==> src/rtl/da_pkg.sv <==
// Shared widths and FSM state type for the bit-serial distributed-arithmetic accumulator.
package da_pkg;

    localparam int DA_DW    = 16;
    localparam int DA_CW    = 17;
    localparam int DA_FRAC  = 14;
    localparam int DA_OW    = 20;
    localparam int DA_ACC_W = DA_DW + DA_CW + 1;

    typedef enum logic [1:0] {
        S_IDLE = 2'd0,
        S_RUN  = 2'd1,
        S_HOLD = 2'd2
    } da_state_e;

endpackage

==> src/rtl/da_bit_slicer.sv <==
// Four MSB-first sample shift registers; forms the folded ROM address and the signed ROM term.
// Address valid combinationally while run=1; shifts one bit per cycle on shift, loads on load.
module da_bit_slicer
    import da_pkg::*;
#(
    parameter int DW = DA_DW,
    parameter int CW = DA_CW,
    parameter int AW = DA_ACC_W
) (
    input  logic                 clk,
    input  logic                 rst,
    input  logic                 load,
    input  logic                 shift,
    input  logic                 run,
    input  logic [DW-1:0]        x0,
    input  logic [DW-1:0]        x1,
    input  logic [DW-1:0]        x2,
    input  logic [DW-1:0]        x3,
    input  logic [CW-1:0]        rom_data,
    output logic [2:0]           rom_addr,
    output logic signed [AW-1:0] term
);

    logic [DW-1:0]        x0_q, x0_d;
    logic [DW-1:0]        x1_q, x1_d;
    logic [DW-1:0]        x2_q, x2_d;
    logic [DW-1:0]        x3_q, x3_d;
    logic                 neg;
    logic [2:0]           addr_raw;
    logic signed [AW-1:0] rom_sext;

    always_comb begin
        x0_d = x0_q;
        x1_d = x1_q;
        x2_d = x2_q;
        x3_d = x3_q;
        if (load) begin
            x0_d = x0;
            x1_d = x1;
            x2_d = x2;
            x3_d = x3;
        end else if (shift) begin
            x0_d = {x0_q[DW-2:0], 1'b0};
            x1_d = {x1_q[DW-2:0], 1'b0};
            x2_d = {x2_q[DW-2:0], 1'b0};
            x3_d = {x3_q[DW-2:0], 1'b0};
        end
    end

    always_ff @(posedge clk or posedge rst) begin
        if (rst) begin
            x0_q <= '0;
            x1_q <= '0;
            x2_q <= '0;
            x3_q <= '0;
        end else begin
            x0_q <= x0_d;
            x1_q <= x1_d;
            x2_q <= x2_d;
            x3_q <= x3_d;
        end
    end

    // ROM is folded on x0: a set x0 bit selects the mirrored entry and flips its sign.
    always_comb begin
        neg      = x0_q[DW-1];
        addr_raw = {x1_q[DW-1], x2_q[DW-1], x3_q[DW-1]};
        rom_addr = '0;
        if (run) begin
            rom_addr = neg ? ~addr_raw : addr_raw;
        end
        rom_sext = {{(AW-CW){rom_data[CW-1]}}, rom_data};
        term     = neg ? -rom_sext : rom_sext;
    end

endmodule

==> src/rtl/da_bitserial_accum.sv <==
// Bit-serial DA accumulator: z_out valid DW+1 cycles after input transfer, held until out_ready.
// in_ready only in IDLE; DA_ACCUM_ROUND_EN selects round-half-up instead of truncation.
module da_bitserial_accum
    import da_pkg::*;
#(
    parameter int DW   = DA_DW,
    parameter int CW   = DA_CW,
    parameter int FRAC = DA_FRAC,
    parameter int OW   = DA_OW
) (
    input  logic          clk,
    input  logic          rst,
    input  logic          in_valid,
    output logic          in_ready,
    input  logic [DW-1:0] x0,
    input  logic [DW-1:0] x1,
    input  logic [DW-1:0] x2,
    input  logic [DW-1:0] x3,
    output logic          rom_cs,
    output logic [2:0]    rom_addr,
    input  logic [CW-1:0] rom_data,
    output logic          out_valid,
    input  logic          out_ready,
    output logic [OW-1:0] z_out
);

    localparam int AW = DW + CW + 1;
    localparam int KW = $clog2(DW);
    localparam logic [KW-1:0] K_TOP = KW'(DW - 1);
    localparam logic [AW-1:0] HALF  = {{(AW-FRAC){1'b0}}, 1'b1, {(FRAC-1){1'b0}}};

    da_state_e            state_q, state_d;
    logic [KW-1:0]        k_q, k_d;
    logic signed [AW-1:0] acc_q, acc_d;
    logic [OW-1:0]        z_q, z_d;
    logic                 ov_q, ov_d;
    logic                 load, shift, run;
    logic signed [AW-1:0] term;
    logic [AW-1:0]        acc_out;
    logic                 unused_lsbs;

    da_bit_slicer #(
        .DW(DW),
        .CW(CW),
        .AW(AW)
    ) u_slicer (
        .clk      (clk),
        .rst      (rst),
        .load     (load),
        .shift    (shift),
        .run      (run),
        .x0       (x0),
        .x1       (x1),
        .x2       (x2),
        .x3       (x3),
        .rom_data (rom_data),
        .rom_addr (rom_addr),
        .term     (term)
    );

    always_comb begin
`ifdef DA_ACCUM_ROUND_EN
        acc_out = acc_q + HALF;
`else
        acc_out = acc_q;
`endif
    end

    assign unused_lsbs = ^{acc_out[FRAC-1:0], HALF};
    assign run         = (state_q == S_RUN);
    assign rom_cs      = run;
    assign in_ready    = (state_q == S_IDLE) && !rst;
    assign out_valid   = ov_q;
    assign z_out       = z_q;

    always_comb begin
        state_d = state_q;
        k_d     = k_q;
        acc_d   = acc_q;
        z_d     = z_q;
        ov_d    = ov_q;
        load    = 1'b0;
        shift   = 1'b0;
        case (state_q)
            S_IDLE: begin
                if (in_valid) begin
                    load    = 1'b1;
                    k_d     = K_TOP;
                    acc_d   = '0;
                    state_d = S_RUN;
                end
            end
            S_RUN: begin
                shift = 1'b1;
                // The MSB slice carries negative weight in two's complement.
                if (k_q == K_TOP) begin
                    acc_d = -term;
                end else begin
                    acc_d = (acc_q <<< 1) + term;
                end
                if (k_q == '0) begin
                    state_d = S_HOLD;
                end else begin
                    k_d = k_q - 1'b1;
                end
            end
            S_HOLD: begin
                // First HOLD cycle registers the result; afterwards wait for the consumer.
                if (!ov_q) begin
                    z_d  = acc_out[FRAC+OW-1:FRAC];
                    ov_d = 1'b1;
                end else if (out_ready) begin
                    ov_d    = 1'b0;
                    k_d     = K_TOP;
                    state_d = S_IDLE;
                end
            end
            default: state_d = S_IDLE;
        endcase
    end

    always_ff @(posedge clk or posedge rst) begin
        if (rst) begin
            state_q <= S_IDLE;
            k_q     <= K_TOP;
            acc_q   <= '0;
            z_q     <= '0;
            ov_q    <= 1'b0;
        end else begin
            state_q <= state_d;
            k_q     <= k_d;
            acc_q   <= acc_d;
            z_q     <= z_d;
            ov_q    <= ov_d;
        end
    end

endmodule
==> config.mk <==
export PLATFORM = sky130hd
export DESIGN_NAME = da_bitserial_accum
export DESIGN_NICKNAME = d
export VERILOG_FILES = /design/src/rtl/da_pkg.sv /design/src/rtl/da_bit_slicer.sv /design/src/rtl/da_bitserial_accum.sv
export SDC_FILE = /design/constraint.sdc
export NUM_CORES = 1
export LEC_CHECK = 0
export ABC_CLOCK_PERIOD_IN_PS = 4970
export BUFFER_PORTS_ARGS = -buffer_cell sky130_fd_sc_hd__clkbuf_2
export CAP_MARGIN = 20
export CORE_ASPECT_RATIO = 2
export CORE_MARGIN = 8
export CORE_UTILIZATION = 55
export CTS_BUF_LIST = sky130_fd_sc_hd__clkbuf_4 sky130_fd_sc_hd__clkbuf_8 sky130_fd_sc_hd__clkbuf_16
export CTS_CLUSTER_DIAMETER = 60
export DETAILED_ROUTE_END_ITERATION = 8
export PLACE_DENSITY = 0.78
export SYNTH_ARGS = -nofsm -noshare
export SYNTH_HDL_FRONTEND = slang
export SYNTH_SLANG_ARGS = --single-unit
==> constraint.sdc <==
create_clock -name clk -period 4.97 [get_ports clk]
set_input_delay 0.497 -clock clk [delete_from_list [all_inputs] [get_ports clk]]
set_output_delay 0.497 -clock clk [all_outputs]
set_load 0.02 [all_outputs]
==> results.py <==
metrics = {
    "detailed_routing": {
        "wl_um": 24500,
        "drt_iter0_drc": 417,
        "drc": 0,
        "avgViaCountPerCell": 5.98,
        "num_vias": 7350,
        "wl_per_cell_um": 19.9,
        "ant_nets": 0,
        "dr.pass1.iters": 5,
    },
    "global_route": {
        "grt_pass1_vias": 7864,
        "grt_max_degree": 80,
        "grt_usage_pct": 27.6,
        "gr-total-overflow": 0,
        "antenna_found_initial": 0,
        "grt_pass1_wl_um": 39200,
    },
    "cells_and_area": {
        "design_area_um2": 9460,
        "n_antenna_cell": 0,
        "layout.nets": 1151,
        "final_cells": 1230,
        "layout-drive-gt1-share_pct": 22.8,
        "final_core_util_pct": 68.1,
        "fill_cells": 1198,
        "areaGrowthSynthToFinish_pct": 21.7,
    },
    "sta": {
        "final_hold_viol_count": 0,
        "fin_crit_ns": 4.56,
        "tightest_slew_ns": 1.02,
        "rsz0062_at_grt": "no",
        "clock_skew_ns": 0.0110,
        "fin_setup_tns_ns": 0,
        "fmax_mhz": 219,
        "setup_viol": 0,
        "fin_ws_ns": 0.411,
        "post-route-period-util_pct": 91.7,
        "whs_ns": 0.267,
        "timing.slew.headroom_pct": 31.8,
        "slew_viol_final": 0,
    },
    "power": {
        "pwr-share-clk_pct": 17.4,
        "p_comb_share_pct": 59.2,
        "p_sw_mw": 3.46,
        "p_sw_share_pct": 45.7,
        "p_leak_nw": 4.70,
        "seqPwrFrac_pct": 23.5,
        "cellPowerDensity_nw_per_um2": 802,
        "intPower_mw": 4.12,
        "irDropWorstVdd_uv": 458,
        "total_power_mw": 7.59,
    },
    "synth": {
        "syn_area_per_cell_um2": 8.76,
        "yosysSeqAreaShare_pct": 40.3,
        "yosysTopAreaCellShare_pct": 38.9,
        "syn_nets": 1011,
        "synthArstFlopShare_pct": 100,
        "ys_seq_elements": 125,
        "yosysWarnings": 0,
        "yosys-top-cells-count": "nand2_1 (189), dfrtp_1 (121), a22oi_1 (69), o21ai_0 (59), a21oi_1 (47)",
        "ys.flop_type": "dfrtp_1",
        "yosysTopAreaCell": "dfrtp_1",
        "syn-cell-area_um2": 7770,
        "synth.distinct_cells": 65,
        "syn_inst": 888,
        "yosys-top-cells-area": "dfrtp_1 (39%), nand2_1 (9.1%), a22oi_1 (6.7%), ha_1 (6.0%), o21ai_0 (3.8%)",
        "synth_edf_count": 0,
        "yosysMostFrequentCell": "nand2_1",
    },
    "cts": {
        "clk_path_buf_depth": 2,
        "cts-resized-gates": 0,
        "htreeDepth": 4,
        "clkTransAtPathRegs_ns": 0.06,
        "root_buffer": "clkbuf_16",
        "cts_tree": "built",
        "clock-sinks": 125,
        "numCtsBuffers": 17,
        "clk-insertion-delay-late_ns": 0.43,
    },
    "worst_setup_path": {
        "start_kind": "input pin",
        "worstPathRequired_ns": 5.23,
        "path_cells": "clkbuf_2 -> or4_4 -> or4_4 -> or4_1 -> ha_1 -> nand2_1 -> o21ai_0 -> inv_1 -> ha_1 -> nand2_1 -> a21oi_1 -> a221o_1 -> a2111oi_0 -> buf_4 -> a211oi_1 -> a41oi_1 -> mux2i_1 -> xor2_1 -> o21ai_0",
        "critPathKind": "input pin to flip-flop",
        "critPathBufInv": 3,
        "crit_path_end_kind": "flip-flop",
        "path_max_fanout": 3,
        "critPathMaxStageDelay_ns": 0.54,
        "arrival_ns": 4.82,
        "crit_family": "simple AND/OR/NAND/NOR gates",
        "slowest_stage": "or4_4",
    },
    "run": {
        "max_cap_violations": 0,
    },
    "floorplan": {
        "fp.dieW_um": 100,
        "rows": 61,
        "io_pins": 111,
        "initial_core_util_pct": 56.0,
        "core_um2": 13900,
        "die_height_um": 184,
        "die-area_um2": 18400,
    },
    "placement": {
        "dp_cells": 1196,
        "hpwl_um": 18000,
        "portBuffers": 110,
        "dpl_cell_area_um2": 8810,
        "pre_cts_ws_ns": -0.0229,
        "gp_congestion": 1.01,
    },
    "run_status": {
        "status": "finished, final reports clean",
    },
    "hold_path": {
        "holdCritPathClass": "input pin to flip-flop",
    },
}
## per-layer routing
layer	track usage, %	wire [um]
met2	50.0	13200
met4	21.8	1820
met5	0	0
met1	26.4	8310
met3	5.33	1160
## worst paths after layout
check / start / end / slack, ns / cells past startpoint
worst max-delay path: rom_data[10] / acc_out[33]$_DFFE_PP0P_ / 0.41 / 19
worst min-delay path: x1[0] / u_slicer.x1_q[0]$_DFFE_PP0P_ / 0.27 / 3
worst max register to register: u_slicer.x0_q[15]$_DFFE_PP0P_ / acc_out[33]$_DFFE_PP0P_ / 0.61 / 14
worst min register to register: u_slicer.x0_q[1]$_DFFE_PP0P_ / u_slicer.x0_q[1]$_DFFE_PP0P_ / 0.48 / 2
max in group asynchronous: rst / u_slicer.x2_q[15]$_DFFE_PP0P_ / 3.21 / 5
min in group asynchronous: rst / u_slicer.x3_q[9]$_DFFE_PP0P_ / 0.51 / 3
## state kept, by name (all words and copies together), names as in the netlist
signal,cells
u_slicer.x1_q,16
k_q,4
u_slicer.x0_q,16
z_out,20
acc_out,34
u_slicer.x2_q,16
state_q,2
out_valid,1
u_slicer.x3_q,16
## tightest hold or removal path, stage by stage
cell,delay (ns)
clkbuf_2,0.08
nand2_1,0.04
nand2_1,0.04
## timing repair
action,4_1_cts,5_1_grt
hold buffers,0,1
hold endpoints to repair,0,7
setup buffers,0,0
## cells in the final DEF (no fill, tap or decap), types with 4 or more instances in the layout
cell and count:
nand2_1 189, dfrtp_1 121, clkbuf_2 110, a22oi_1 69, o21ai_0 59, buf_4 52, a21oi_1 47, nor2_1 44
ha_1 37, xnor2_1 32, xor2_1 30, inv_1 23, a21o_1 22, nand3_1 20, mux2_2 20, clkbuf_16 17
nand2b_1 10, and3_1 9, nor3_1 8, a31oi_1 8, o21a_1 6, nor2b_1 5, inv_6 5, o31ai_1 4
o21ai_1 4, a221o_1 4, dfstp_2 4
## power by group through the flow
stage,clock network [mW],registers [mW],logic (mW)
6_report,1.32,1.78,4.49
5_1_grt,1.37,1.82,4.96
4_1_cts,1.33,1.77,4.43
3_5_place_dp,0,1.78,4.41
3_3_place_gp,0,1.77,4.36
2_1_floorplan,0,1.65,3.10
## cell families after synthesis
group                    Yosys count  synth area share, %
flip-flops                       125                 40.3
AND/OR/NAND/NOR                  308                 17.2
XOR/XNOR                          62                 6.98
multiplexers                      24                 3.48
AO/OA/AOI/OAI                    261                 22.4
buffers and inverters             70                 3.43
adder cells (fa/ha/maj)           38                 6.21
## cell type report
type / instances / area [um2] / share of cell area [%]
Inverter: 26 / 100 / 1.06
Clock buffer: 18 / 439 / 4.64
Multi-Input combinational cell: 693 / 4380 / 46.3
Clock inverter: 14 / 170 / 1.80
Tap cell: 189 / 236 / 2.50
Sequential cell: 125 / 3130 / 33.1
Timing Repair Buffer: 165 / 998 / 10.6
No activity file was read; power rests on OpenSTA's default activity.
